**src/rtl/cam_trigger_gen.sv**
```systemverilog
`default_nettype none
// ============================================================================
//  Module      : cam_trigger_gen
//  Description : Imager exposure trigger generator. Decimates the IMU sync
//                pulse train, emits a microsecond-timed trigger pulse with a
//                start-of-exposure strobe, and keeps trigger/miss counters.
//  Revision    : 1.0 - initial release
// ============================================================================
module cam_trigger_gen #(
    parameter int CLKS_PER_USEC = 125,
    parameter int DECIM_W       = 8,
    parameter int EXP_W         = 16,
    parameter int CNT_W         = 16
) (
    input  logic               c,
    input  logic               rst_n,
    input  logic               en,
    input  logic               imu_sync,
    input  logic [DECIM_W-1:0] imu_decim,
    input  logic [EXP_W-1:0]   exposure_usec,
    output logic               cam_trigger,
    output logic               sof_stb,
    output logic               busy,
    output logic [CNT_W-1:0]   trig_cnt,
    output logic [CNT_W-1:0]   miss_cnt
);

    localparam int                c_PSC_W   = $clog2(CLKS_PER_USEC);
    localparam logic [c_PSC_W-1:0] c_PSC_LAST = c_PSC_W'(CLKS_PER_USEC - 1);

    typedef enum logic [0:0] {
        ST_IDLE   = 1'b0,
        ST_EXPOSE = 1'b1
    } state_t;

    state_t              r_state;
    logic                r_sync_prev;
    logic [DECIM_W-1:0]  r_dcnt;
    logic [c_PSC_W-1:0]  r_psc;
    logic [EXP_W-1:0]    r_ucnt;
    logic                r_cam;
    logic                r_sof;
    logic                r_busy;
    logic [CNT_W-1:0]    r_trig_cnt;
    logic [CNT_W-1:0]    r_miss_cnt;

    logic                w_rise;
    logic                w_dcnt_hit;
    logic                w_sel;
    logic [EXP_W-1:0]    w_exp;

    // A rise is only counted once per high level; the >= compare lets a
    // lowered ratio take effect immediately instead of after a wrap.
    assign w_rise     = imu_sync & ~r_sync_prev;
    assign w_dcnt_hit = (r_dcnt >= imu_decim);
    assign w_sel      = en & w_rise & w_dcnt_hit;
    assign w_exp      = (exposure_usec == '0) ? EXP_W'(1) : exposure_usec;

    // Sync history and decimation counter; held at zero while disabled.
    always_ff @(posedge c) begin
        if (!rst_n) begin
            r_sync_prev <= 1'b0;
            r_dcnt      <= '0;
        end else begin
            r_sync_prev <= imu_sync;
            if (!en) begin
                r_dcnt <= '0;
            end else if (w_rise) begin
                r_dcnt <= w_dcnt_hit ? '0 : (r_dcnt + DECIM_W'(1));
            end
        end
    end

    // Trigger FSM: registered outputs, usec timing and trigger/miss counters.
    always_ff @(posedge c) begin
        if (!rst_n) begin
            r_state    <= ST_IDLE;
            r_psc      <= '0;
            r_ucnt     <= '0;
            r_cam      <= 1'b0;
            r_sof      <= 1'b0;
            r_busy     <= 1'b0;
            r_trig_cnt <= '0;
            r_miss_cnt <= '0;
        end else begin
            r_sof <= 1'b0;
            if (r_state == ST_IDLE) begin
                if (w_sel) begin
                    r_state    <= ST_EXPOSE;
                    r_psc      <= '0;
                    r_ucnt     <= w_exp;
                    r_cam      <= 1'b1;
                    r_sof      <= 1'b1;
                    r_busy     <= 1'b1;
                    r_trig_cnt <= r_trig_cnt + CNT_W'(1);
                end
            end else begin
                // A selected edge during exposure (final cycle included) is
                // dropped and recorded; the running pulse is never extended.
                if (w_sel && (r_miss_cnt != '1)) begin
                    r_miss_cnt <= r_miss_cnt + CNT_W'(1);
                end
                if (r_psc == c_PSC_LAST) begin
                    r_psc <= '0;
                    if (r_ucnt == EXP_W'(1)) begin
                        r_state <= ST_IDLE;
                        r_cam   <= 1'b0;
                        r_busy  <= 1'b0;
                    end else begin
                        r_ucnt <= r_ucnt - EXP_W'(1);
                    end
                end else begin
                    r_psc <= r_psc + c_PSC_W'(1);
                end
            end
        end
    end

    assign cam_trigger = r_cam;
    assign sof_stb     = r_sof;
    assign busy        = r_busy;
    assign trig_cnt    = r_trig_cnt;
    assign miss_cnt    = r_miss_cnt;

endmodule
`default_nettype wire

```
**config.mk**
```make
export PLATFORM = sky130hd
export DESIGN_NAME = cam_trigger_gen
export DESIGN_NICKNAME = d
export VERILOG_FILES = /design/src/rtl/cam_trigger_gen.sv
export SDC_FILE = /design/constraint.sdc
export NUM_CORES = 1
export LEC_CHECK = 0
export CAP_MARGIN = 20
export CORE_MARGIN = 2
export CORE_UTILIZATION = 45
export CTS_CLUSTER_DIAMETER = 120
export DETAILED_ROUTE_END_ITERATION = 6
export PLACE_DENSITY_LB_ADDON = 0.05
export SLEW_MARGIN = 20
export SYNTH_ARGS = -nofsm -noshare
export SYNTH_HDL_FRONTEND = slang
export SYNTH_SLANG_ARGS = --single-unit
export TNS_END_PERCENT = 30
```
**constraint.sdc**
```tcl
create_clock -name c -period 3.1 [get_ports c]
set_input_delay 0.62 -clock c [delete_from_list [all_inputs] [get_ports c]]
set_output_delay 0.62 -clock c [all_outputs]
set_load 0.005 [all_outputs]
```
=== Word level (Yosys, flattened, before mapping) ===
Index checks and enable logic that the tools add are counted.

* Output and inout port bits: 35
* Bits of input ports: 28
* Bits in registers: 67
* Logic and storage cells: 53

* $add $sub $neg: 5
* Muxes and demuxes: 17
* Order comparisons: 1
* Reductions and logical operators: 9
* Bitwise logic cells: 6
* Equal/unequal tests: 6

{| class="wikitable"
|+ Operator list
! operator !! number
|-
| two-way mux 16 bit || 5
|-
| adder 16 x 1 -> 16 bit, second input constant || 2
|-
| two-way mux 7 bit || 3
|-
| == test 16 x 1 -> 1 bit, second input constant || 1
|-
| logical NOT 16 bit || 1
|-
| inequality test 16 bit, second input constant || 1
|-
| subtractor 16 x 1 -> 16 bit, second input constant || 1
|-
| adder 8 x 1 -> 8 bit, second input constant || 1
|-
| greater-or-equal comparator 8 bit || 1
|-
| two-way mux 1 bit || 8
|-
| two-way mux 8 bit || 1
|-
| adder 7 x 1 -> 7 bit, second input constant || 1
|-
| == test 7 bit, second input constant || 1
|-
| AND reduction 2 bit || 3
|-
| AND reduction 3 bit || 2
|-
| inequality test 2 x 1 -> 1 bit, second input constant || 2
|-
| AND 1 bit || 3
|-
| NOT 1 bit || 3
|-
| inequality test 2 bit, second input constant || 1
|-
| nonzero test 2 bit || 1
|-
| OR reduction 2 bit || 1
|-
| logical AND 1 bit || 1
|}

=== Longest topological paths before layout ===
* Depth after elaboration: 6
* Gate-level depth with buffers: 10
* Gate-level depth less buffers: 8

=== Worst setup path before layout ===
No wires, ideal clock.

* Path kind: input port to flip-flop
* Start point: input port imu_decim[5]
* End point: register r_trig_cnt[1], in the netlist trig_cnt[1]
* Data required time: 2.972 ns
* Stages on the path: 10
* Path slack: 0.614 ns
* Setup time: 0.128 ns
* Data arrival time: 2.359 ns
* Path buffers: 2
* Cells stage by stage: inv_1 > ha_1 > a211o_1 > a21oi_1 > o31ai_4 > nand3_1 > buf_2 > buf_2 > mux2i_1 > nor2_1

* Cells in the longest elaborated chain, start to end: 3

{| class="wikitable"
|+ RTL lines
! element !! line !! text
|-
| start, declared || 19 || <nowiki>input logic [DECIM_W-1:0] imu_decim,</nowiki>
|-
| greater-or-equal comparator 8 bit || 55 || <nowiki>assign w_dcnt_hit = (r_dcnt >= imu_decim);</nowiki>
|-
| AND 1 bit || 56 || <nowiki>assign w_sel = en & w_rise & w_dcnt_hit;</nowiki>
|-
| AND reduction 2 bit (no source line) || n/a ||
|-
| end signal, assigned || 95 || <nowiki>r_trig_cnt <= r_trig_cnt + CNT_W'(1);</nowiki>
|-
| end, declared || 44 || <nowiki>logic [CNT_W-1:0] r_trig_cnt;</nowiki>
|}

Every way passes these cells.
A chain may end at the register's enable or synchronous reset.

=== Final worst setup path ===
* Start point: input port imu_decim[5]
* End point: register r_ucnt[12]

* Cells in the longest elaborated chain, start to end: 4

{| class="wikitable"
|+ RTL lines
! element !! line !! text
|-
| greater-or-equal comparator 8 bit || 55 ||
|-
| AND 1 bit || 56 ||
|-
| nonzero test 2 bit (no source line) || n/a ||
|-
| AND reduction 3 bit (no source line) || n/a ||
|-
| end signal, assigned || 91 || <nowiki>r_ucnt <= w_exp;</nowiki>
|-
| end signal, assigned || 110 || <nowiki>r_ucnt <= r_ucnt - EXP_W'(1);</nowiki>
|-
| end, declared || 40 || <nowiki>logic [EXP_W-1:0] r_ucnt;</nowiki>
|}

Every way passes these cells.

==> results_tabular.tex <==
\begin{tabular}{lr}
\hline
Metric & Value \\
\hline
\multicolumn{2}{l}{\textbf{Outcome}} \\
\quad Run status & complete, no violations \\
\multicolumn{2}{l}{\textbf{Setup path}} \\
\quad Startpoint Class & input port \\
\quad Critical Path Sink & r\_ucnt[12] \\
\quad Reg-to-reg slack, setup & 700 ps \\
\quad Slowest stage cell, crit path & clkdlybuf4s50\_1 \\
\quad Worst-path cell chain & clkdlybuf4s50\_1, inv\_1, ha\_1, a211o\_1, a21oi\_1, o211ai\_1, nand3\_1, or2\_1, a21oi\_2 \\
\quad Max FO, Critical Path & 8 \\
\quad Reg-to-reg startpoint & r\_dcnt[0] \\
\quad Biggest cell delay along the critical path & 460 ps \\
\quad Critical path class & in -> reg \\
\quad Number of cell instances on the worst register-to-register path & 8 \\
\quad Sort of element at the end of the critical path & flop \\
\quad Reg2reg end & miss\_cnt[8] \\
\quad Critical path launch point & imu\_decim[5] \\
\quad Required time reported for the critical path endpoint & 3320 ps \\
\quad Data arrival, critical path & 2900 ps \\
\multicolumn{2}{l}{\textbf{Global routing}} \\
\quad Number of global-route vias before repair & 3,473 \\
\quad Number of antenna violations at the first check in global routing & 0 \\
\quad Global-route wire length before repair & 16.3 mm \\
\quad Overall overflow remaining after global route & 0 \\
\quad Global router's overall resource usage & 22.6\% \\
\quad Maximum number of pins on one net before global-route repair & 29 \\
\multicolumn{2}{l}{\textbf{Cells and area}} \\
\quad \# fillers & 784 \\
\quad Number of nets in the finished design & 579 \\
\quad Final Instance Count excl. Fillers & 646 \\
\quad Total inserted antenna cells & 0 \\
\quad Layout Utilization & 58.0\% \\
\quad Fraction of layout cells with a size suffix above 1 & 7.58\% \\
\quad Layout overhead on the synthesized area & 25.1\% \\
\multicolumn{2}{l}{\textbf{Place}} \\
\quad Final estimated routing congestion in global placement & 0.847 \\
\quad HPWL after detailed placement & 6.97 mm \\
\quad Placed cell count & 630 \\
\quad Count of buffers from port buffering & 62 \\
\multicolumn{2}{l}{\textbf{Power and ir drop}} \\
\quad Leakage component of the power & 1.63 nW \\
\quad Total power of the final layout & 1.65 mW \\
\quad Power per cell area & 346 nW/um\^{}2 \\
\quad Max rail drop VDD & 0.000290 V \\
\multicolumn{2}{l}{\textbf{Yosys}} \\
\quad Count of different cell masters after synthesis & 57 \\
\quad Leading cell type by number of instances after synthesis & dfxtp\_1 \\
\quad Main synth FF type & dfxtp\_1 \\
\quad Post-Synthesis Cell Area & 3810 um\^{}2 \\
\quad Sequential-to-total area share from yosys stat & 35.2\% \\
\quad Number of instances in the synthesized netlist & 475 \\
\quad Post-synth top area share & 35.2\% \\
\quad Synth Area per Inst & 8.02 um\^{}2 \\
\quad Number of synthesis warnings & 0 \\
\quad Most area-hungry cell type in the Yosys netlist & dfxtp\_1 \\
\quad Synth Net Count & 518 \\
\quad Share of synthesized registers carrying an async set or reset & 0\% \\
\quad Post-synthesis sequential element count & 67 \\
\quad Ranking of synthesized cells by area & dfxtp\_1, ha\_1, nor2\_1 \\
\quad EDFF count, synth & 0 \\
\quad Top cells by count, synth & dfxtp\_1, nor2\_1, nand2\_1 \\
\multicolumn{2}{l}{\textbf{Floorplanning}} \\
\quad Core Region & 8220 um\^{}2 \\
\quad Die H & 96 um \\
\quad Die outline area & 9220 um\^{}2 \\
\quad Die W & 96 um \\
\quad IO Pins & 63 \\
\quad Placement Rows & 33 \\
\quad Initial Utilization & 46.4\% \\
\multicolumn{2}{l}{\textbf{CTS}} \\
\quad Clock latency at the later pin of the worst-skew pair & 340 ps \\
\quad Post-CTS clock slew at the launch and capture registers of the worst setup and hold paths & 70 ps \\
\quad Total setup buffers inserted after CTS & 0 \\
\quad Maximum level of the CTS H-tree & 3 \\
\quad Clk root buf & clkbuf\_8 \\
\quad TritonCTS Buffers & 9 \\
\quad Post-CTS sizing & 0 \\
\quad Hold buffer count at CTS & 0 \\
\quad Clock sink count & 67 \\
\quad TritonCTS clock tree & yes \\
\quad Maximum number of buffers from clock root to sink & 2 \\
\multicolumn{2}{l}{\textbf{Timing}} \\
\quad Worst Clk Skew & 10.8 ps \\
\quad Post-layout minimum cycle time & 2680 ps \\
\quad RSZ-0062 raised after global routing & false \\
\quad Hold Fails Final Rpt & 0 \\
\quad Headroom to the max-slew limit & 62.1\% \\
\quad Count of endpoints failing setup in the final report & 0 \\
\quad Transition at the pin with the smallest max-transition slack & 567 ps \\
\quad Final clock period utilization by the worst path & 86.4\% \\
\quad Total negative setup slack & 0 ps \\
\quad Maximum frequency from static timing analysis & 0.374 GHz \\
\quad Final Slew Violations & 0 \\
\multicolumn{2}{l}{\textbf{Drt}} \\
\quad Routed WL per cell & 15.2 um \\
\quad Post-route antenna net violation count & 0 \\
\quad Iteration-0 DRC count of the detailed router & 200 \\
\quad Detailed-route DRC error count & 0 \\
\quad Via density per instance & 5.73 \\
\quad Overall via count from detail\_route & 3,701 \\
\quad Total Routed Length & 9.84 mm \\
\quad Detailed Routing Iterations Pass 1 & 4 \\
\multicolumn{2}{l}{\textbf{Run}} \\
\quad Count of maximum capacitance violations & 0 \\
\multicolumn{2}{l}{\textbf{Hold path}} \\
\quad Tightest Hold Check Type & reg -> reg \\
\hline
\end{tabular}
[per-stage QoR]
stage	setup slack (ps)	hold WS, ps	cell area, um^2
floorplan	614	432	3810
global placement	126	446	4590
detailed placement	83.4	472	4590
CTS	438	481	4770
global route	269	509	4770
finish	423	483	4770
[critical path: cells and delay by family]
kind                       cells  cell delay (ps)
buffers and inverters          2              500
and+or+nand+nor                2              550
adders and majority gates      1              300
AOI/OAI and AO/OA              4              940
[layout by cell type, fill, tap and decap left out, types with 12 or more instances in the layout]
master / count
inv_1: 17
buf_4: 13
nand3_1: 32
xnor2_1: 12
nand4_1: 13
nor2_1: 46
a21oi_1: 33
o21ai_0: 23
nor4_1: 15
dfxtp_1: 67
ha_1: 15
nand2_1: 42
clkdlybuf4s50_1: 62
[sequential cells by signal (all words and copies together), names as in the netlist]
register     count
sof_stb          1
miss_cnt        16
r_dcnt           8
trig_cnt        16
r_state          1
r_psc            7
busy             1
r_ucnt          16
r_sync_prev      1
[routing by layer]
metal / track usage (%) / routed length [um] / up-vias
met5: 0 / 0 / -
met4: 9.64 / 165 / 0
met3: 3.84 / 390 / 12
met2: 36.4 / 4510 / 75
met1: 29.7 / 4780 / 1748
li1: - / - / 1866
[how the worst min path moves through the flow]
| stage | cells after the start | end | slack, ps | startpoint |
|---|---|---|---|---|
| after detailed placement | 1 | r_psc[5] | 470 | r_psc[5] |
| after CTS | 1 | r_psc[5] | 480 | r_psc[5] |
| after global routing | 1 | r_psc[5] | 510 | r_psc[5] |
| after floorplan | 1 | r_psc[5] | 430 | r_psc[5] |
| final | 1 | r_psc[5] | 480 | r_psc[5] |
| after global placement | 1 | r_psc[5] | 450 | r_psc[5] |
[power breakdown]
group          internal, mW  switching (mW)
clock network         0.332           0.348
logic                0.0536          0.0511
registers             0.862         0.00188
total                  1.25           0.401
[kinds of logic (layout without fill, tap and decap cells)]
logic type,count (synthesis),after routing,synth area share (%)
AND/OR/NAND/NOR,218,218,30.5
buffers and inverters,45,111,4.73
adder cells (fa/ha/maj),15,15,4.93
flip-flops,67,67,35.2
XOR/XNOR,23,23,5.29
multiplexers,5,5,1.31
AO/OA/AOI/OAI,102,102,18.0
[final cells by class]
class / count / area [um^2] / share of cell area [%]
clock buffers: 12 / 155 / 3.26
clock inverters: 4 / 25.0 / 0.525
inverters: 18 / 67.6 / 1.42
multi-input cells: 363 / 2290 / 48.0
flip-flops and latches: 67 / 1340 / 28.1
well taps: 105 / 131 / 2.76
repair buffers: 77 / 758 / 15.9
Power figures use the tool's default switching activity.
